===== config.mk =====
export PLATFORM = sky130hd
export DESIGN_NAME = adc_serial_responder
export DESIGN_NICKNAME = d
export VERILOG_FILES = /design/src/rtl/adc_emu_pkg.sv /design/src/rtl/edge_sync.sv /design/src/rtl/adc_serial_responder.sv
export SDC_FILE = /design/constraint.sdc
export NUM_CORES = 1
export LEC_CHECK = 0
export ABC_CLOCK_PERIOD_IN_PS = 4800
export CORE_UTILIZATION = 35
export CTS_CLUSTER_SIZE = 12
export DETAILED_ROUTE_END_ITERATION = 10
export DONT_BUFFER_PORTS = 1
export SYNTH_ARGS = -nofsm -noshare
export SYNTH_HDL_FRONTEND = slang
export SYNTH_SLANG_ARGS = --single-unit

===== constraint.sdc =====
create_clock -name clk -period 4.8 [get_ports clk]
set_clock_uncertainty 0.15 [all_clocks]
set_input_delay 0.96 -clock clk [delete_from_list [all_inputs] [get_ports clk]]
set_output_delay 0.96 -clock clk [all_outputs]
set_load 0.1 [all_outputs]

===== src/rtl/adc_emu_pkg.sv =====
// Shared constants for the ADC slave-side emulator: frame geometry,
// pattern-mode encodings, LFSR seed/taps and the responder state encoding.
// No logic; imported by the responder top and its synchroniser.
package adc_emu_pkg;

    localparam int DATA_W      = 12;
    localparam int LEAD_ZEROS  = 4;
    localparam int FRAME_LEN   = LEAD_ZEROS + DATA_W;
    localparam int SYNC_STAGES = 2;

    localparam logic [1:0] MODE_RAMP  = 2'd0;
    localparam logic [1:0] MODE_CONST = 2'd1;
    localparam logic [1:0] MODE_LFSR  = 2'd2;

    // x^12+x^6+x^4+x+1: feedback taps at bits 11, 5, 3 and 0.
    localparam logic [DATA_W-1:0] LFSR_SEED = 12'h001;
    localparam logic [DATA_W-1:0] LFSR_TAPS = 12'h829;

    typedef enum logic [1:0] {
        IDLE  = 2'd0,
        SHIFT = 2'd1,
        DONE  = 2'd2
    } respState_t;

endpackage


===== src/rtl/edge_sync.sv =====
// Purpose: synchronise an asynchronous pin into clk and flag its edges.
// Latency: pin edge -> rise/fall pulse after STAGES clk edges, pulse lasts one cycle.
// Backpressure: none; free-running.
// Ports: clk, rst (async active-high), din (async pin), rise/fall (one-cycle pulses).
module edge_sync #(
    parameter int   STAGES  = 2,     // must be >= 2
    parameter logic RST_VAL = 1'b0   // idle level of the pin, avoids a false edge after reset
) (
    input  logic clk,
    input  logic rst,
    input  logic din,
    output logic rise,
    output logic fall
);

    logic [STAGES-1:0] syncReg;
    logic              prevReg;

    always_ff @(posedge clk or posedge rst) begin
        if (rst) begin
            syncReg <= {STAGES{RST_VAL}};
            prevReg <= RST_VAL;
        end else begin
            syncReg <= {syncReg[STAGES-2:0], din};
            prevReg <= syncReg[STAGES-1];
        end
    end

    // prevReg is the registered edge-detect stage; the pulses are valid the
    // cycle before it catches up, so the consumer's register lands at STAGES+1.
    assign rise = syncReg[STAGES-1] & ~prevReg;
    assign fall = ~syncReg[STAGES-1] & prevReg;

endmodule


===== src/rtl/adc_serial_responder.sv =====
// Purpose: slave-side emulation of a 12-bit serial ADC (sync/sclk in, sdo out) with pattern source.
// Latency: pin edge on sync/sclk -> sdo/sdo_oe update after SYNC_STAGES+1 clk cycles.
// Backpressure: none; the controller paces frames, sclk phases must be >= SYNC_STAGES+3 clk.
// Ports: clk, rst; sync, sclk (async from controller); sdo, sdo_oe (to controller);
//        mode, const_val, ramp_step (pattern config); frame_done, frame_err, frame_cnt, last_word (status).
module adc_serial_responder import adc_emu_pkg::*; #(
    parameter int DATA_W      = adc_emu_pkg::DATA_W,
    parameter int LEAD_ZEROS  = adc_emu_pkg::LEAD_ZEROS,
    parameter int SYNC_STAGES = adc_emu_pkg::SYNC_STAGES
) (
    input  logic              clk,
    input  logic              rst,
    input  logic              sync,
    input  logic              sclk,
    output logic              sdo,
    output logic              sdo_oe,
    input  logic [1:0]        mode,
    input  logic [DATA_W-1:0] const_val,
    input  logic [DATA_W-1:0] ramp_step,
    output logic              frame_done,
    output logic              frame_err,
    output logic [15:0]       frame_cnt,
    output logic [DATA_W-1:0] last_word
);

    localparam int FRAME = LEAD_ZEROS + DATA_W;
    localparam int CNT_W = $clog2(FRAME + 1);

    logic syncRise, syncFall, sclkFall;
    // sclk rising edges never change state, so that pulse is left unconsumed.
    logic unusedSclkRise;

    edge_sync #(.STAGES(SYNC_STAGES), .RST_VAL(1'b1)) uSyncEdge (
        .clk  (clk),
        .rst  (rst),
        .din  (sync),
        .rise (syncRise),
        .fall (syncFall)
    );

    edge_sync #(.STAGES(SYNC_STAGES), .RST_VAL(1'b0)) uSclkEdge (
        .clk  (clk),
        .rst  (rst),
        .din  (sclk),
        .rise (unusedSclkRise),
        .fall (sclkFall)
    );

    respState_t        state, stateNext;
    logic [FRAME-1:0]  shiftReg, shiftNext;
    logic [CNT_W-1:0]  bitCnt, cntNext;
    logic [DATA_W-1:0] sampleReg, sampleNext;
    logic [1:0]        frameMode, frameModeNext;
    logic [DATA_W-1:0] rampReg, rampNext;
    logic [DATA_W-1:0] lfsrReg, lfsrNext;
    logic              sdoNext, oeNext, doneNext, errNext;
    logic [15:0]       frameCntNext;
    logic [DATA_W-1:0] lastWordNext;
    logic [DATA_W-1:0] pattern;
    logic [FRAME-1:0]  frameInit;

    // Mode 3 falls through to constant.
    always_comb begin
        pattern = const_val;
        case (mode)
            MODE_RAMP: pattern = rampReg;
            MODE_LFSR: pattern = lfsrReg;
            default:   pattern = const_val;
        endcase
    end

    assign frameInit = {{LEAD_ZEROS{1'b0}}, pattern};

    always_ff @(posedge clk or posedge rst) begin
        if (rst) begin
            state      <= IDLE;
            shiftReg   <= '0;
            bitCnt     <= '0;
            sampleReg  <= '0;
            frameMode  <= MODE_RAMP;
            rampReg    <= '0;
            lfsrReg    <= LFSR_SEED;
            sdo        <= 1'b0;
            sdo_oe     <= 1'b0;
            frame_done <= 1'b0;
            frame_err  <= 1'b0;
            frame_cnt  <= '0;
            last_word  <= '0;
        end else begin
            state      <= stateNext;
            shiftReg   <= shiftNext;
            bitCnt     <= cntNext;
            sampleReg  <= sampleNext;
            frameMode  <= frameModeNext;
            rampReg    <= rampNext;
            lfsrReg    <= lfsrNext;
            sdo        <= sdoNext;
            sdo_oe     <= oeNext;
            frame_done <= doneNext;
            frame_err  <= errNext;
            frame_cnt  <= frameCntNext;
            last_word  <= lastWordNext;
        end
    end

    always_comb begin
        stateNext     = state;
        shiftNext     = shiftReg;
        cntNext       = bitCnt;
        sampleNext    = sampleReg;
        frameModeNext = frameMode;
        rampNext      = rampReg;
        lfsrNext      = lfsrReg;
        sdoNext       = sdo;
        oeNext        = sdo_oe;
        doneNext      = 1'b0;
        errNext       = 1'b0;
        frameCntNext  = frame_cnt;
        lastWordNext  = last_word;

        case (state)
            IDLE: begin
                if (syncFall) begin
                    // Mode and value are frozen here so mid-frame config changes hit the next frame.
                    sampleNext    = pattern;
                    frameModeNext = mode;
                    shiftNext     = frameInit;
                    sdoNext       = frameInit[FRAME-1];
                    oeNext        = 1'b1;
                    cntNext       = '0;
                    stateNext     = SHIFT;
                end
            end
            SHIFT: begin
                // sync rise is checked first: a coincident sclk fall is discarded.
                if (syncRise) begin
                    errNext   = 1'b1;
                    sdoNext   = 1'b0;
                    oeNext    = 1'b0;
                    stateNext = IDLE;
                end else if (sclkFall) begin
                    cntNext = bitCnt + 1'b1;
                    if (bitCnt == CNT_W'(FRAME - 1)) begin
                        sdoNext      = 1'b0;
                        doneNext     = 1'b1;
                        lastWordNext = sampleReg;
                        frameCntNext = frame_cnt + 16'd1;
                        if (frameMode == MODE_RAMP) begin
                            rampNext = rampReg + ramp_step;
                        end else if (frameMode == MODE_LFSR) begin
                            lfsrNext = {lfsrReg[DATA_W-2:0], ^(lfsrReg & LFSR_TAPS)};
                        end
                        stateNext = DONE;
                    end else begin
                        shiftNext = {shiftReg[FRAME-2:0], 1'b0};
                        sdoNext   = shiftReg[FRAME-2];
                    end
                end
            end
            DONE: begin
                sdoNext = 1'b0;
                if (syncRise) begin
                    oeNext    = 1'b0;
                    stateNext = IDLE;
                end
            end
            default: begin
                sdoNext   = 1'b0;
                oeNext    = 1'b0;
                stateNext = IDLE;
            end
        endcase
    end

endmodule

# Word-level counts from Yosys, hierarchy flattened

Index checks and enable logic that the tools add are counted.

Memories: 0
Register bits after elaboration: 98
Logic and storage cells: 86
Output and inout bits: 32
Bits of input ports: 30
Bits in read-only memories: 0
Latch bits: 0
Bits in writable memories: 0

Equal/unequal tests: 13
Bitwise operators: 8
Add/subtract/negate cells: 3
Divide/modulo/power cells: 0
Order comparisons: 0
Reductions and logical operators: 15
Multipliers: 0
Shifts and indexed selects: 0
Multiplexer cells: 30

Operators by type and width:

| operator                                                         | count |
|---|---|
| 15-bit 2-to-1 mux                                                | 4 |
| 15-bit one-hot mux with 2 select lines                           | 1 |
| 12-bit one-hot mux with 2 select lines                           | 1 |
| 16-bit by 1-bit adder with 16-bit output (second input constant) | 1 |
| 5-bit 2-to-1 mux                                                 | 3 |
| 12-bit adder                                                     | 1 |
| 1-bit 2-to-1 mux                                                 | 12 |
| 4-bit AND reduction                                              | 3 |
| 12-bit parity                                                    | 1 |
| 2-bit 2-to-1 mux                                                 | 5 |
| 2-bit != test (second input constant)                            | 5 |
| 5-bit one-hot mux with 2 select lines                            | 1 |
| 5-bit AND reduction                                              | 2 |
| 2-bit == test (second input constant)                            | 3 |
| 2-bit logical NOT                                                | 3 |
| 3-bit != test (second input constant)                            | 2 |
| 2-bit one-hot mux with 3 select lines                            | 1 |
| 2-bit AND reduction                                              | 3 |
| 6-bit AND reduction                                              | 1 |
| 5-bit by 1-bit adder with 5-bit output (second input constant)   | 1 |
| 5-bit by 4-bit == test with 1-bit output (second input constant) | 1 |
| 1-bit inverter                                                   | 5 |
| 1-bit one-hot mux with 2 select lines                            | 2 |
| 1-bit bitwise AND                                                | 3 |
| 4 further kinds                                                  | 4 |

# Depth between registers and ports, before layout

Word-level depth: 5
Depth in mapped cells: 9
Depth with buffers taken out: 8

# Modules after synthesis

Synthesis repeated with hierarchy kept, for this count alone.

Cell total of the unflattened synthesis: 451
Area total of the unflattened synthesis: 4788.3 um^2

By module, submodules not included:

| module                 | cells each | instances | area each (um^2) |
|---|---|---|---|
| adc_serial_responder   | 439        | 1         | 4596.9 |
| edge_sync at uSyncEdge | 6          | 1         | 97.6 |
| edge_sync at uSclkEdge | 6          | 1         | 93.8 |

# Least setup slack after synthesis

OpenSTA, ideal clock, no wires.

Kind: input to register
From: in ramp_step[0]
To: reg rampReg[10]
Stages: 7
Path slack: 2.042 ns
Arrival: 2.473 ns
Setup time: 0.134 ns
Data required time: 4.516 ns
Cells stage by stage: ha_1 > fa_1 > a21o_1 > a221oi_1 > o21ai_0 > xnor2_1 > o21ai_0

Cells in the longest elaborated chain, start to end: 1

RTL lines:

| element                | RTL line                    | text |
|---|---|---|
| start: declaration     | adc_serial_responder.sv:19  | `input logic [DATA_W-1:0] ramp_step,` |
| 12-bit adder           | adc_serial_responder.sv:149 | `rampNext = rampReg + ramp_step;` |
| end signal: assignment | adc_serial_responder.sv:95  | `rampReg <= rampNext;` |
| end: declaration       | adc_serial_responder.sv:54  | `logic [DATA_W-1:0] rampReg, rampNext;` |

Every way passes these cells.
A chain may end at the register's enable or synchronous reset.

# Final worst setup path

From: in ramp_step[0]
To: reg rampReg[8]

The elaborated chain is that of the path after synthesis.

==> impl_metrics.ini <==
[drt]
drc_errors = 0
num_vias = 3085
wl_per_cell_um = 15.0
drtIter0Drc = 156
first_pass_iters = 7
ant_nets = 0
drt-total-wl_mm = 9.23
via_per_inst = 5.01

[cts]
holdBufCountCts = 0
cts_buffers = 9
post_cts_buffers = 0
cts_tree = built
cts.path.max_buffers = 2
cts_root_buffer = clkbuf_16
clk_pin_slew_ns = 0.06
postCtsResizedCells = 0
cts_sinks = 98
insertion_delay_ns = 0.34
cts_max_level = 3

[synth]
synth_warnings = 0
synth_mux_area_frac = 0.128
syn_avg_cell_area_um2 = 10.9
synth_edf_count = 0
synth_top_family_by_area = simple AND/OR/NAND/NOR gates
seq_area_frac_synth = 0.513
synthAdderAreaFrac = 0.0486
synth_simple_gate_area_frac = 0.129
postSynthCellCount = 438
synth-xor-area-share = 0.0493
ys.flop_type = dfrtp_1
syn-num-nets = 486
async_reset_ff_frac = 1.00
yosysUniqueCellTypes = 53
synth-seq-cells = 98
synth_compound_area_frac = 0.108
netlist_area_um2 = 4790

[sta]
slew_viol_final = 0
finalCritPeriodShare = 0.539
rsz0062_at_grt = false
slew_headroom = 0.264
final.min_clock_period_ns = 2.59
max_freq_mhz = 387
finalHoldViolCount = 0
worst-slew-pin-transition_ns = 1.10
setup_viol = 0
setup_tns_ns = 0

[place]
gp_congestion = 0.838
hpwl_mm = 6.71
io_buffer_count = 0
place_area_um2 = 4970

[cells_and_area]
seq_area_um2 = 2460
layout_commonest_cell = dfrtp_1
fillers = 1269
final_nets = 483
multi_input_area_um2 = 2230
layout_common_cells = dfrtp_1, nand2_1, o21ai_0
diodes = 0
drive_gt1_frac = 0.175
design_area_um2 = 5280
layout-area-overhead-vs-synth_pct = 10.2

[worst_setup_path]
arrival_ns = 2.70
path_buf_inv = 0
crit_top_cell = o21ai_0
crit_path_end_kind = register
worst-endpoint-required_ns = 4.91
crit_family = compound AO/OA/AOI/OAI gates
slowest_stage = a221oi_1
cp-start-kind = input port
crit_type = in -> reg
critPathMaxStageDelay_ns = 0.43
cp_max_fo = 3
path_cells = ha_1 -> fa_1 -> a21o_1 -> a221oi_1 -> o21ai_0 -> xnor2_1 -> o21ai_0

[die]
die_h_um = 119
core_um2 = 13300
rows = 42
num_io_pins = 62
die_area_um2 = 14200
dieWidth_um = 119
start_util = 0.361

[flow_run]
cap_violations = 0

[hold_path]
hp-class = reg -> reg

[global_routing]
grt-ovfl-total = 0
grt_pass1_wl_mm = 15.6
antenna_found_initial = 0
grt.total_usage = 0.141
grt_max_degree = 69
grt_pass1_vias = 3026

[pwr]
power.static_leakage_uw = 0.00245
p_per_area_nw_per_um2 = 429
switching_power_uw = 663
p_seq_frac = 0.485
switching_share = 0.293
vdd_drop_max_mv = 0.196
internal-power_uw = 1600
clock_power_share = 0.331
power_frac_comb = 0.184

[run_status]
status = completed
==> worst reg2reg max path: cells and delay by family (launching register included) <==
family | cells | cell delay [ns]
DFF | 1 | 0.41
adders and majority gates | 1 | 0.14
buffers and inverters | 3 | 0.70
xor gates and xnor gates | 1 | 0.19
and+or+nand+nor | 4 | 0.82
==> cells in the mapped netlist, types with 2 or more instances <==
cell	n	area, um^2
dfrtp_1	94	2350
nand2_1	61	229
o21ai_0	42	210
mux2_2	39	439
nor2_1	27	101
a21oi_1	25	125
ha_1	17	213
xor2_1	14	123
mux2i_1	13	130
xnor2_1	13	114
clkbuf_1	12	45.0
nand3_1	7	35.0
inv_1	6	22.5
nand4_1	5	31.3
and3_1	4	25.0
dfstp_2	4	105
nor3_1	4	20.0
a21o_1	3	22.5
buf_2	3	15.0
mux2_4	3	45.0
nor2b_1	3	18.8
o21a_1	3	22.5
o31ai_1	3	22.5
a211o_1	2	17.5
buf_4	2	15.0
or3_1	2	12.5
==> routing by layer <==
layer,vias up,share of wire,GRT usage
li1,1524,-,-
met1,1498,0.47,0.181
met2,51,0.45,0.216
met3,12,0.060,0.0489
met4,0,0.016,0.0593
met5,-,0,0
==> path summary, 6_finish.rpt <==
check,startpoint,end,slack (ns),depth (start not counted)
min in group asynchronous,rst,sdo_oe,0.51,1
setup / recovery,ramp_step[0],rampReg[8],2.22,7
setup reg to reg,state[1],frame_cnt[11],2.24,9
hold reg to reg,uSclkEdge.syncReg[0],uSclkEdge.syncReg[1],0.20,0
max in group asynchronous,rst,frame_done,3.09,2
hold / removal,uSclkEdge.syncReg[0],uSclkEdge.syncReg[1],0.20,0
==> area by class of cell <==
| type | count | area share |
|---|---|---|
| Clock buffer | 13 | 0.0512 |
| Clock inverter | 3 | 0.00876 |
| Inverter | 7 | 0.00545 |
| Multi-Input combinational cell | 315 | 0.422 |
| Sequential cell | 98 | 0.465 |
| Tap cell | 176 | 0.0417 |
| Timing Repair Buffer | 4 | 0.00568 |
==> cells by family after synthesis <==
| family | Yosys count |
|---|---|
| multiplexers | 55 |
| adder cells (fa/ha/maj) | 18 |
| AND/OR/NAND/NOR | 128 |
| AO/OA/AOI/OAI | 87 |
| flip-flops | 98 |
| buffers and inverters | 25 |
| XOR/XNOR | 27 |
==> power by group through the flow <==
stage	Clock [uW]	Sequential [uW]	Combinational, uW
2_1_floorplan	0	1090	364
3_3_place_gp	0	1110	406
3_5_place_dp	0	1120	421
4_1_cts	771	1100	423
5_1_grt	798	1120	482
6_report	750	1100	416
==> sequential cells by signal, summed over array words and instances, names as in the netlist <==
signal             cells
sdo_oe                 1
frame_cnt             16
rampReg               12
uSyncEdge.prevReg      1
shiftReg              15
frameMode              2
frame_err              1
last_word             12
sampleReg             12
lfsrReg               12
bitCnt                 5
sdo                    1
state                  2
frame_done             1
uSclkEdge.syncReg      2
uSyncEdge.syncReg      2
uSclkEdge.prevReg      1
==> per-stage QoR <==
| stage | std cells | total power, uW | hold slack [ns] | setup WS [ns] | utilization |
|---|---|---|---|---|---|
| 2_1_floorplan | 438 | 1450 | 0.181 | 1.13 | - |
| 3_3_place_gp | 600 | 1520 | 0.195 | 1.87 | 0.374 |
| 3_5_place_dp | 600 | 1540 | 0.187 | 1.85 | 0.374 |
| 4_1_cts | 616 | 2300 | 0.201 | 2.20 | 0.397 |
| 5_1_grt | 616 | 2400 | 0.206 | 2.03 | 0.397 |
| 6_report | 616 | 2270 | 0.199 | 2.22 | 0.397 |
Note: power is estimated with default switching activity, not from simulation.
